==> src/rtl/msrh_ldq_sched_if.sv <==
// Signal bundle between the LDQ scheduler and its surroundings (dispatch,
// per-entry state machines, LSU pipes). The scheduler takes the slave side.
interface msrh_ldq_sched_if #(
    parameter int ENTRY_NUM  = 16,
    parameter int PIPE_NUM   = 2,
    parameter int DISP_WIDTH = 2,
    parameter int IDX_W      = $clog2(ENTRY_NUM)
);
    logic [DISP_WIDTH-1:0]                i_disp_valid;
    logic                                 o_disp_ready;
    logic [DISP_WIDTH-1:0][IDX_W-1:0]     o_disp_index;
    logic [ENTRY_NUM-1:0]                 o_disp_alloc_oh;
    logic [ENTRY_NUM-1:0]                 i_entry_ready;
    logic [ENTRY_NUM-1:0][PIPE_NUM-1:0]   i_entry_pipe_sel;
    logic [PIPE_NUM-1:0]                  i_pipe_stall;
    logic [PIPE_NUM-1:0]                  o_pick_valid;
    logic [PIPE_NUM-1:0][IDX_W-1:0]       o_pick_index;
    logic [ENTRY_NUM-1:0]                 o_entry_picked;
    logic [ENTRY_NUM-1:0]                 i_entry_clr_wait;
    logic [ENTRY_NUM-1:0]                 o_outptr_oh;
    logic [IDX_W:0]                       o_count;
    logic                                 o_full;
    logic                                 o_empty;

    modport master (
        output i_disp_valid, i_entry_ready, i_entry_pipe_sel, i_pipe_stall, i_entry_clr_wait,
        input  o_disp_ready, o_disp_index, o_disp_alloc_oh, o_pick_valid, o_pick_index,
               o_entry_picked, o_outptr_oh, o_count, o_full, o_empty
    );

    modport slave (
        input  i_disp_valid, i_entry_ready, i_entry_pipe_sel, i_pipe_stall, i_entry_clr_wait,
        output o_disp_ready, o_disp_index, o_disp_alloc_oh, o_pick_valid, o_pick_index,
               o_entry_picked, o_outptr_oh, o_count, o_full, o_empty
    );
endinterface

==> src/rtl/msrh_ldq_sched.sv <==
// Load-queue allocation/issue scheduler: circular in/out pointers with an
// occupancy count, oldest-first pick per LSU pipe, in-order release.
module msrh_ldq_sched #(
    parameter int ENTRY_NUM  = 16,
    parameter int PIPE_NUM   = 2,
    parameter int DISP_WIDTH = 2
) (
    input  logic              i_clk,
    input  logic              i_reset,
    msrh_ldq_sched_if.slave   bus
);
    localparam int IDX_W = $clog2(ENTRY_NUM);
    localparam int CNT_W = IDX_W + 1;
    localparam logic [CNT_W-1:0] READY_MAX = CNT_W'(ENTRY_NUM - DISP_WIDTH);
    localparam logic [CNT_W-1:0] FULL_CNT  = CNT_W'(ENTRY_NUM);
    localparam logic [CNT_W-1:0] CNT_ONE   = CNT_W'(1);
    localparam logic [IDX_W-1:0] IDX_ONE   = IDX_W'(1);

    logic [IDX_W-1:0] inptr_q, inptr_d;
    logic [IDX_W-1:0] outptr_q, outptr_d;
    logic [CNT_W-1:0] count_q, count_d;

    logic                            disp_ready;
    logic [CNT_W-1:0]                acc_cnt;
    logic [IDX_W-1:0]                lane_idx;
    logic [DISP_WIDTH-1:0][IDX_W-1:0] disp_index;
    logic [ENTRY_NUM-1:0]            alloc_oh;
    logic [IDX_W-1:0]                scan_idx;
    logic [PIPE_NUM-1:0]             pick_valid;
    logic [PIPE_NUM-1:0][IDX_W-1:0]  pick_index;
    logic [ENTRY_NUM-1:0]            entry_picked;
    logic                            release_en;
    logic [ENTRY_NUM-1:0]            outptr_oh;

    // Valid lanes are packed onto consecutive slots starting at the in-pointer.
    always_comb begin
        disp_ready = (count_q <= READY_MAX);
        acc_cnt    = '0;
        lane_idx   = '0;
        disp_index = '0;
        alloc_oh   = '0;
        for (int k = 0; k < DISP_WIDTH; k++) begin
            if (bus.i_disp_valid[k] && disp_ready) begin
                lane_idx      = inptr_q + acc_cnt[IDX_W-1:0];
                disp_index[k] = lane_idx;
                alloc_oh[lane_idx] = 1'b1;
                acc_cnt       = acc_cnt + CNT_ONE;
            end
        end
    end

    // Scan from youngest to oldest age so the last hit is the oldest candidate.
    always_comb begin
        scan_idx     = '0;
        pick_valid   = '0;
        pick_index   = '0;
        entry_picked = '0;
        for (int p = 0; p < PIPE_NUM; p++) begin
            for (int a = ENTRY_NUM - 1; a >= 0; a--) begin
                scan_idx = outptr_q + IDX_W'(a);
                if (bus.i_entry_ready[scan_idx] && bus.i_entry_pipe_sel[scan_idx][p] &&
                    !bus.i_pipe_stall[p]) begin
                    pick_valid[p] = 1'b1;
                    pick_index[p] = scan_idx;
                end
            end
            if (pick_valid[p]) begin
                entry_picked[pick_index[p]] = 1'b1;
            end
        end
    end

    always_comb begin
        release_en = (count_q != '0) && bus.i_entry_clr_wait[outptr_q];
        outptr_oh  = '0;
        outptr_d   = outptr_q;
        if (release_en) begin
            outptr_oh[outptr_q] = 1'b1;
            outptr_d            = outptr_q + IDX_ONE;
        end
        inptr_d = inptr_q + acc_cnt[IDX_W-1:0];
        count_d = count_q + acc_cnt - CNT_W'(release_en);
    end

    always_ff @(posedge i_clk or posedge i_reset) begin
        if (i_reset) begin
            inptr_q  <= '0;
            outptr_q <= '0;
            count_q  <= '0;
        end else begin
            inptr_q  <= inptr_d;
            outptr_q <= outptr_d;
            count_q  <= count_d;
        end
    end

    assign bus.o_disp_ready    = disp_ready;
    assign bus.o_disp_index    = disp_index;
    assign bus.o_disp_alloc_oh = alloc_oh;
    assign bus.o_pick_valid    = pick_valid;
    assign bus.o_pick_index    = pick_index;
    assign bus.o_entry_picked  = entry_picked;
    assign bus.o_outptr_oh     = outptr_oh;
    assign bus.o_count         = count_q;
    assign bus.o_full          = (count_q == FULL_CNT);
    assign bus.o_empty         = (count_q == '0);
endmodule
==> src/flat_wrapper.sv <==
// flat-port wrapper written by rule: the top's interface ports become plain ports
module msrh_ldq_sched_flat 
#(
    parameter int ENTRY_NUM  = 16,
    parameter int PIPE_NUM   = 2,
    parameter int DISP_WIDTH = 2
)
  (i_clk, i_reset, bus_i_disp_valid, bus_i_entry_ready, bus_i_entry_pipe_sel, bus_i_pipe_stall, bus_i_entry_clr_wait, bus_o_disp_ready, bus_o_disp_index, bus_o_disp_alloc_oh, bus_o_pick_valid, bus_o_pick_index, bus_o_entry_picked, bus_o_outptr_oh, bus_o_count, bus_o_full, bus_o_empty);
  msrh_ldq_sched_if #(.ENTRY_NUM(ENTRY_NUM), .PIPE_NUM(PIPE_NUM), .DISP_WIDTH(DISP_WIDTH)) bus_i ();
  input  logic i_clk;
  input  logic i_reset;
  input wire logic [$bits(bus_i.i_disp_valid)-1:0] bus_i_disp_valid;
  input wire logic [$bits(bus_i.i_entry_ready)-1:0] bus_i_entry_ready;
  input wire logic [$bits(bus_i.i_entry_pipe_sel)-1:0] bus_i_entry_pipe_sel;
  input wire logic [$bits(bus_i.i_pipe_stall)-1:0] bus_i_pipe_stall;
  input wire logic [$bits(bus_i.i_entry_clr_wait)-1:0] bus_i_entry_clr_wait;
  output wire logic [$bits(bus_i.o_disp_ready)-1:0] bus_o_disp_ready;
  output wire logic [$bits(bus_i.o_disp_index)-1:0] bus_o_disp_index;
  output wire logic [$bits(bus_i.o_disp_alloc_oh)-1:0] bus_o_disp_alloc_oh;
  output wire logic [$bits(bus_i.o_pick_valid)-1:0] bus_o_pick_valid;
  output wire logic [$bits(bus_i.o_pick_index)-1:0] bus_o_pick_index;
  output wire logic [$bits(bus_i.o_entry_picked)-1:0] bus_o_entry_picked;
  output wire logic [$bits(bus_i.o_outptr_oh)-1:0] bus_o_outptr_oh;
  output wire logic [$bits(bus_i.o_count)-1:0] bus_o_count;
  output wire logic [$bits(bus_i.o_full)-1:0] bus_o_full;
  output wire logic [$bits(bus_i.o_empty)-1:0] bus_o_empty;
  assign bus_i.i_disp_valid = bus_i_disp_valid;
  assign bus_i.i_entry_ready = bus_i_entry_ready;
  assign bus_i.i_entry_pipe_sel = bus_i_entry_pipe_sel;
  assign bus_i.i_pipe_stall = bus_i_pipe_stall;
  assign bus_i.i_entry_clr_wait = bus_i_entry_clr_wait;
  assign bus_o_disp_ready = bus_i.o_disp_ready;
  assign bus_o_disp_index = bus_i.o_disp_index;
  assign bus_o_disp_alloc_oh = bus_i.o_disp_alloc_oh;
  assign bus_o_pick_valid = bus_i.o_pick_valid;
  assign bus_o_pick_index = bus_i.o_pick_index;
  assign bus_o_entry_picked = bus_i.o_entry_picked;
  assign bus_o_outptr_oh = bus_i.o_outptr_oh;
  assign bus_o_count = bus_i.o_count;
  assign bus_o_full = bus_i.o_full;
  assign bus_o_empty = bus_i.o_empty;
  msrh_ldq_sched #(.ENTRY_NUM(ENTRY_NUM), .PIPE_NUM(PIPE_NUM), .DISP_WIDTH(DISP_WIDTH)) u_core (.i_clk(i_clk), .i_reset(i_reset), .bus(bus_i));
endmodule
==> config.mk <==
export PLATFORM = sky130hd
export DESIGN_NAME = msrh_ldq_sched_flat
export DESIGN_NICKNAME = d
export VERILOG_FILES = /design/src/rtl/msrh_ldq_sched_if.sv /design/src/rtl/msrh_ldq_sched.sv /design/src/flat_wrapper.sv
export SDC_FILE = /design/constraint.sdc
export NUM_CORES = 1
export LEC_CHECK = 0
export CORE_MARGIN = 8
export CORE_UTILIZATION = 33
export DETAILED_ROUTE_END_ITERATION = 10
export PLACE_DENSITY = 0.53
export SYNTH_ARGS = -nofsm -noshare
export SYNTH_HDL_FRONTEND = slang
export SYNTH_SLANG_ARGS = --single-unit
==> constraint.sdc <==
create_clock -name i_clk -period 9.45 [get_ports i_clk]
set_input_delay 1.4175 -clock i_clk [delete_from_list [all_inputs] [get_ports i_clk]]
set_output_delay 1.4175 -clock i_clk [all_outputs]
set_load 0.1 [all_outputs]
* Word-level counts from Yosys, hierarchy flattened
Index checks and enable logic that the tools add are counted.
** Storage, ports and cells
- Register bits :: 13
- Bits of input ports :: 70
- Logic and storage cells :: 277
** Operators by class
- $lt $le $gt $ge :: 26
- Reductions and logical operators :: 76
- Add/subtract/negate cells :: 20
- Mux-type cells :: 149
- Eq/ne operators :: 1
- Bitwise gates (word level) :: 2
** Operators with widths (count)
- $mux W4 :: 34
- $bmux W2 S4 :: 16
- $lt A4 B5 Y1 const B :: 20
- $mux W16 :: 5
- $logic_and A1 B1 Y1 :: 72
- $bmux W1 S4 :: 17
- $mux W1 :: 55
- $add A4 B4 Y4 const B :: 8
- $mux W2 :: 16
- $or A16 B16 Y16 :: 2
- $demux W1 S4 :: 5
- $ge A4 B1 Y1 const B :: 5
- $add A4 B3 Y4 const B :: 4
- $add A4 B2 Y4 const B :: 2
- $add A5 B5 Y5 :: 1
- $eq A5 B5 Y1 const B :: 1
- $le A5 B4 Y1 const B :: 1
- $logic_not A5 Y1 :: 1
- $mux W5 :: 1
- $reduce_bool A5 Y1 :: 1
- $sub A5 B1 Y5 :: 1
- $add A4 B1 Y4 :: 1
- $add A4 B1 Y4 const B :: 1
- $add A4 B4 Y4 :: 1
- other kinds (2) :: 3

* Longest topological paths before layout
- Depth in word-level cells :: 28
- Depth in mapped cells :: 21
- Gate-level depth less buffers :: 14

* Least setup slack after synthesis
No wires, ideal clock.
- Path kind :: register -> output
- Start :: register u_core.count_q[4] (netlist: u_core.bus.o_count[4])
- End :: output bus_o_disp_alloc_oh[10]
- Stages on the path, launching flop included :: 10
- Setup slack :: 0.842 ns
- Path buffers :: 0
- Data required time :: 8.033 ns
- Arrival :: 7.190 ns
- Cell sequence :: dfrtp_1 inv_1 ha_1 a41oi_1 and2_1 ha_1 ha_1 and3_1 nand2b_1 o22ai_1
** Between the ends
- Cells in the longest elaborated chain, start to end :: 10
- Elaborated cells on any way between the ends :: 13
** Ends and longest elaborated chain
- start, declared :: line msrh_ldq_sched.sv:21 : logic [CNT_W-1:0] count_q, count_d;
- start signal, assigned :: line msrh_ldq_sched.sv:93 : count_q <= count_d;
- $le A5 B4 Y1 (*) :: line msrh_ldq_sched.sv:37 : disp_ready = (count_q <= READY_MAX);
- via bus_o_disp_ready :: line flat_wrapper.sv:17 : output wire logic [$bits(bus_i.o_disp_ready)-1:0] bus_o_disp_ready;
- $logic_and A1 B1 Y1 :: line msrh_ldq_sched.sv:43 : if (bus.i_disp_valid[k] && disp_ready) begin
- $mux W1 :: line msrh_ldq_sched.sv:43
- $add A4 B1 Y4 :: line msrh_ldq_sched.sv:44 : lane_idx = inptr_q + acc_cnt[IDX_W-1:0];
- $lt A4 B5 Y1 (not written as such) / $ge A4 B1 Y1 (equally long branches) :: line msrh_ldq_sched.sv:46 : alloc_oh[lane_idx] = 1'b1;
- $logic_and A1 B1 Y1 (not written as such) :: line msrh_ldq_sched.sv:46
- $mux W1 (not written as such) :: line msrh_ldq_sched.sv:46
- $demux W1 S4
- $or A16 B16 Y16 (no source line)
- $mux W16 (*) :: line msrh_ldq_sched.sv:43
- end, declared :: line flat_wrapper.sv:19 : output wire logic [$bits(bus_i.o_disp_alloc_oh)-1:0] bus_o_disp_alloc_oh;
The timed path passes the listed nets; every way through them passes the cells marked *.

* Worst setup path in the final report
- Start :: input bus_i_entry_ready[4]
- End :: output bus_o_entry_picked[15]
** Between the ends
- Cells in the longest elaborated chain, start to end :: 27
- Elaborated cells on any way between the ends :: 173
** Ends and longest elaborated chain
- start, declared :: line flat_wrapper.sv:13 : input wire logic [$bits(bus_i.i_entry_ready)-1:0] bus_i_entry_ready;
- $bmux W1 S4 :: line msrh_ldq_sched.sv:61 : if (bus.i_entry_ready[scan_idx] && bus.i_entry_pipe_sel[scan_idx][p] &&
- $mux W1 (not written as such) :: line msrh_ldq_sched.sv:61
- $logic_and A1 B1 Y1 (2 in a row) :: line msrh_ldq_sched.sv:61
- $mux W4 (16 in a row) :: line msrh_ldq_sched.sv:61
- $lt A4 B5 Y1 (not written as such) / $ge A4 B1 Y1 (equally long branches) :: line msrh_ldq_sched.sv:68 : entry_picked[pick_index[p]] = 1'b1;
- $logic_and A1 B1 Y1 (not written as such) :: line msrh_ldq_sched.sv:68
- $mux W1 (not written as such) :: line msrh_ldq_sched.sv:68
- $demux W1 S4
- $mux W16 :: line msrh_ldq_sched.sv:67 : if (pick_valid[p]) begin
- $or A16 B16 Y16 (no source line)
- $mux W16 (*) :: line msrh_ldq_sched.sv:67
- end, declared :: line flat_wrapper.sv:22 : output wire logic [$bits(bus_i.o_entry_picked)-1:0] bus_o_entry_picked;
Mark *: on every way between the ends. The rest lies on a longest branch, timed or not. The select of a mux whose other input is x is not followed.

==> impl_metrics.toml <==
[floorplanning]
rows = 55
core_area_um2 = 22600
start_util_pct = 33.7
die_x_um = 168
io-pin-count = 144
fp.dieH_um = 168
die_area_um2 = 28200

[clock_tree]
cts_root_buffer = "clkbuf_16"
postCtsSetupBuffers = 0
clk_latency_ns = 0.24
ctsHtreeMaxLevel = 1
postCtsHoldBufs = 0
ctsResizeCount = 0
cts_tree = "built"
cts_buffer_depth = 2
numCtsBuffers = 3
clkTransAtPathRegs_ns = 0.04
cts_sinks = 13

[logic_synthesis]
synth_cell_types = 98
synth-seq-cells = 13
synth_flop_cell = "dfrtp_1"
synth.area.top_cells = "mux4_2 22%, mux2i_1 9.2%, ha_1 4.6%, dfrtp_1 4.3%, nand2_1 4.1%"
synth_top_area_share_pct = 22.4
syn-instance-count = 912
synth-seq-area-share_pct = 4.26
synth_area_um2 = 7630
synth_nets = 1012
yosysMostFrequentCell = "nand2_1"
synth_edf_count = 0
yosysTopAreaCell = "mux4_2"
yosysWarnings = 0
syn_avg_cell_area_um2 = 8.36
synthArstFlopShare_pct = 100
synth_top_cells_by_count = "84 x nand2_1, 76 x mux4_2, 70 x mux2i_1"

[global_routing]
grt_pass1_wl_um = 48400
grt_pass1_vias = 8293
grt_usage_pct = 20.9
overflow = 0
grt_start_max_net_pins = 66
antenna_found_initial = 0

[detailed_routing]
wl_met1_um = 14000
viasPerCell = 6.49
routedWlPerCell_um = 23.7
drc = 0
top_layer = "met4"
drt-initial-drc-count = 746
num_vias = 8471
wl_met2_um = 14000
totalWireLength_um = 31000
ant_nets = 0
dr.pass1.iters = 6
wl_met3_um = 2190

[final_layout]
fin_nets = 1122
syn_to_final_growth_pct = 21.5
n_antenna_cell = 0
drive_gt1_share_pct = 18.1

[run_status]
status = "finished, final reports clean"

[worst_hold_path]
hold_start = "u_core.inptr_q[0]"
holdCritPathClass = "flop to flop"
whs_endpoint = "u_core.inptr_q[0]"
min_path_cells = 1

[worst_setup_path]
reg2reg_to = "u_core.bus.o_count[4]"
required_ns = 8.03
critPathTopFamily = "buffers and inverters"
worst_setup_path_start_kind = "input port"
worstPathArrival_ns = 6.44
critPathSlowestCell = "clkdlybuf4s50_1"
crit_path_frequent_cell = "clkdlybuf4s50_1"
path_buf_inv = 3
reg2reg_from = "u_core.outptr_q[1]"
worstPathMaxFanout = 10
max_stage_delay_ns = 1.16
r2r_slack_ns = 5.56
crit_chain = "clkdlybuf4s50_1 > mux4_2 > mux2i_1 > a21oi_1 > a22oi_1 > inv_1 > or4_1 > a2111oi_0 > o31a_1 > nand2_1 > o22ai_1 > clkdlybuf4s50_1"
cp-end-kind = "output port"
path_class = "input port to output port"
r2r_cells = 15

[sta]
hold_viol = 0
tns_ns = 0
clock_skew_ns = 0.00118
rsz0062_at_grt = "false"
worst_pin_slew_ns = 1.00
min_period_ns = 7.86
fin_crit_sh_pct = 83.1
slew_violations = 0
setup_viol = 0
fmax_mhz = 127
relSlewSlack_pct = 33.1

[placed_design]
io_buffers = 143
routabilityCongestion = 0.955
dpl.hpwl_um = 24100

[job]
cap_violations = 0
==> kinds of logic (layout without fill, tap and decap cells) <==
kind of cell | after synthesis | in the layout | synth area share [%]
mux | 169 | 169 | 35.1
buf+inv | 95 | 204 | 6.61
flops | 13 | 13 | 4.26
simple gates | 358 | 358 | 24.8
xor+xnor | 24 | 24 | 3.05
compound gates | 223 | 223 | 21.1
fa+ha+maj | 30 | 30 | 5.12
==> cells in the final DEF, fill, tap and decap left out, types with 27 or more instances in the layout <==
master and count:
ha_1 27, clkdlybuf4s50_1 129, a21oi_1 34, mux4_2 76
buf_4 35, nand3_1 36, o22ai_1 49, and3_1 29
mux2i_1 70, inv_1 32, nor3_1 33, nand2_1 84
nor2_1 64
==> stage by stage <==
step	std cells	hold WS (ns)	area, um^2	utilization [%]	worst slack (ns)
after floorplan	912	0.537	7630	-	0.842
after global placement	1302	0.582	9190	40.6	1.76
after detailed placement	1302	0.593	9190	40.6	1.65
after CTS	1306	0.604	9270	40.9	1.63
after global routing	1306	0.649	9270	40.9	1.34
final	1306	0.595	9270	40.9	1.59
==> worst max-delay path by stage <==
stage / from / endpoint / depth (start not counted)
2_1_floorplan: u_core.bus.o_count[4] / bus_o_disp_alloc_oh[10] / 9
3_3_place_gp: bus_i_entry_ready[15] / bus_o_entry_picked[15] / 13
3_5_place_dp: bus_i_entry_ready[6] / bus_o_entry_picked[15] / 12
4_1_cts: bus_i_entry_ready[14] / bus_o_entry_picked[15] / 13
5_1_grt: bus_i_entry_ready[10] / bus_o_entry_picked[15] / 13
6_report: bus_i_entry_ready[4] / bus_o_entry_picked[15] / 12
==> area by class of cell <==
| class | count | area [um^2] |
|---|---|---|
| inverters | 36 | 136 |
| fillers | 2297 | 13400 |
| well taps | 285 | 357 |
| flip-flops and latches | 13 | 332 |
| repair buffers | 164 | 1550 |
| multi-input cells | 804 | 6810 |
| clock buffers | 4 | 78.8 |
==> routing by layer <==
metal	vias up	global-route usage, %
li1	3847	-
met5	-	0
met1	4120	29.5
met4	0	5.24
met2	451	33.6
met3	53	2.32
==> state kept, by name, summed over array words and instances (netlist names) <==
signal,cells
u_core.outptr_q,4
u_core.bus.o_count,5
u_core.inptr_q,4
Power is not shown: default switching activity piles up to over one toggle a cycle in this logic, so the estimate is an artifact.
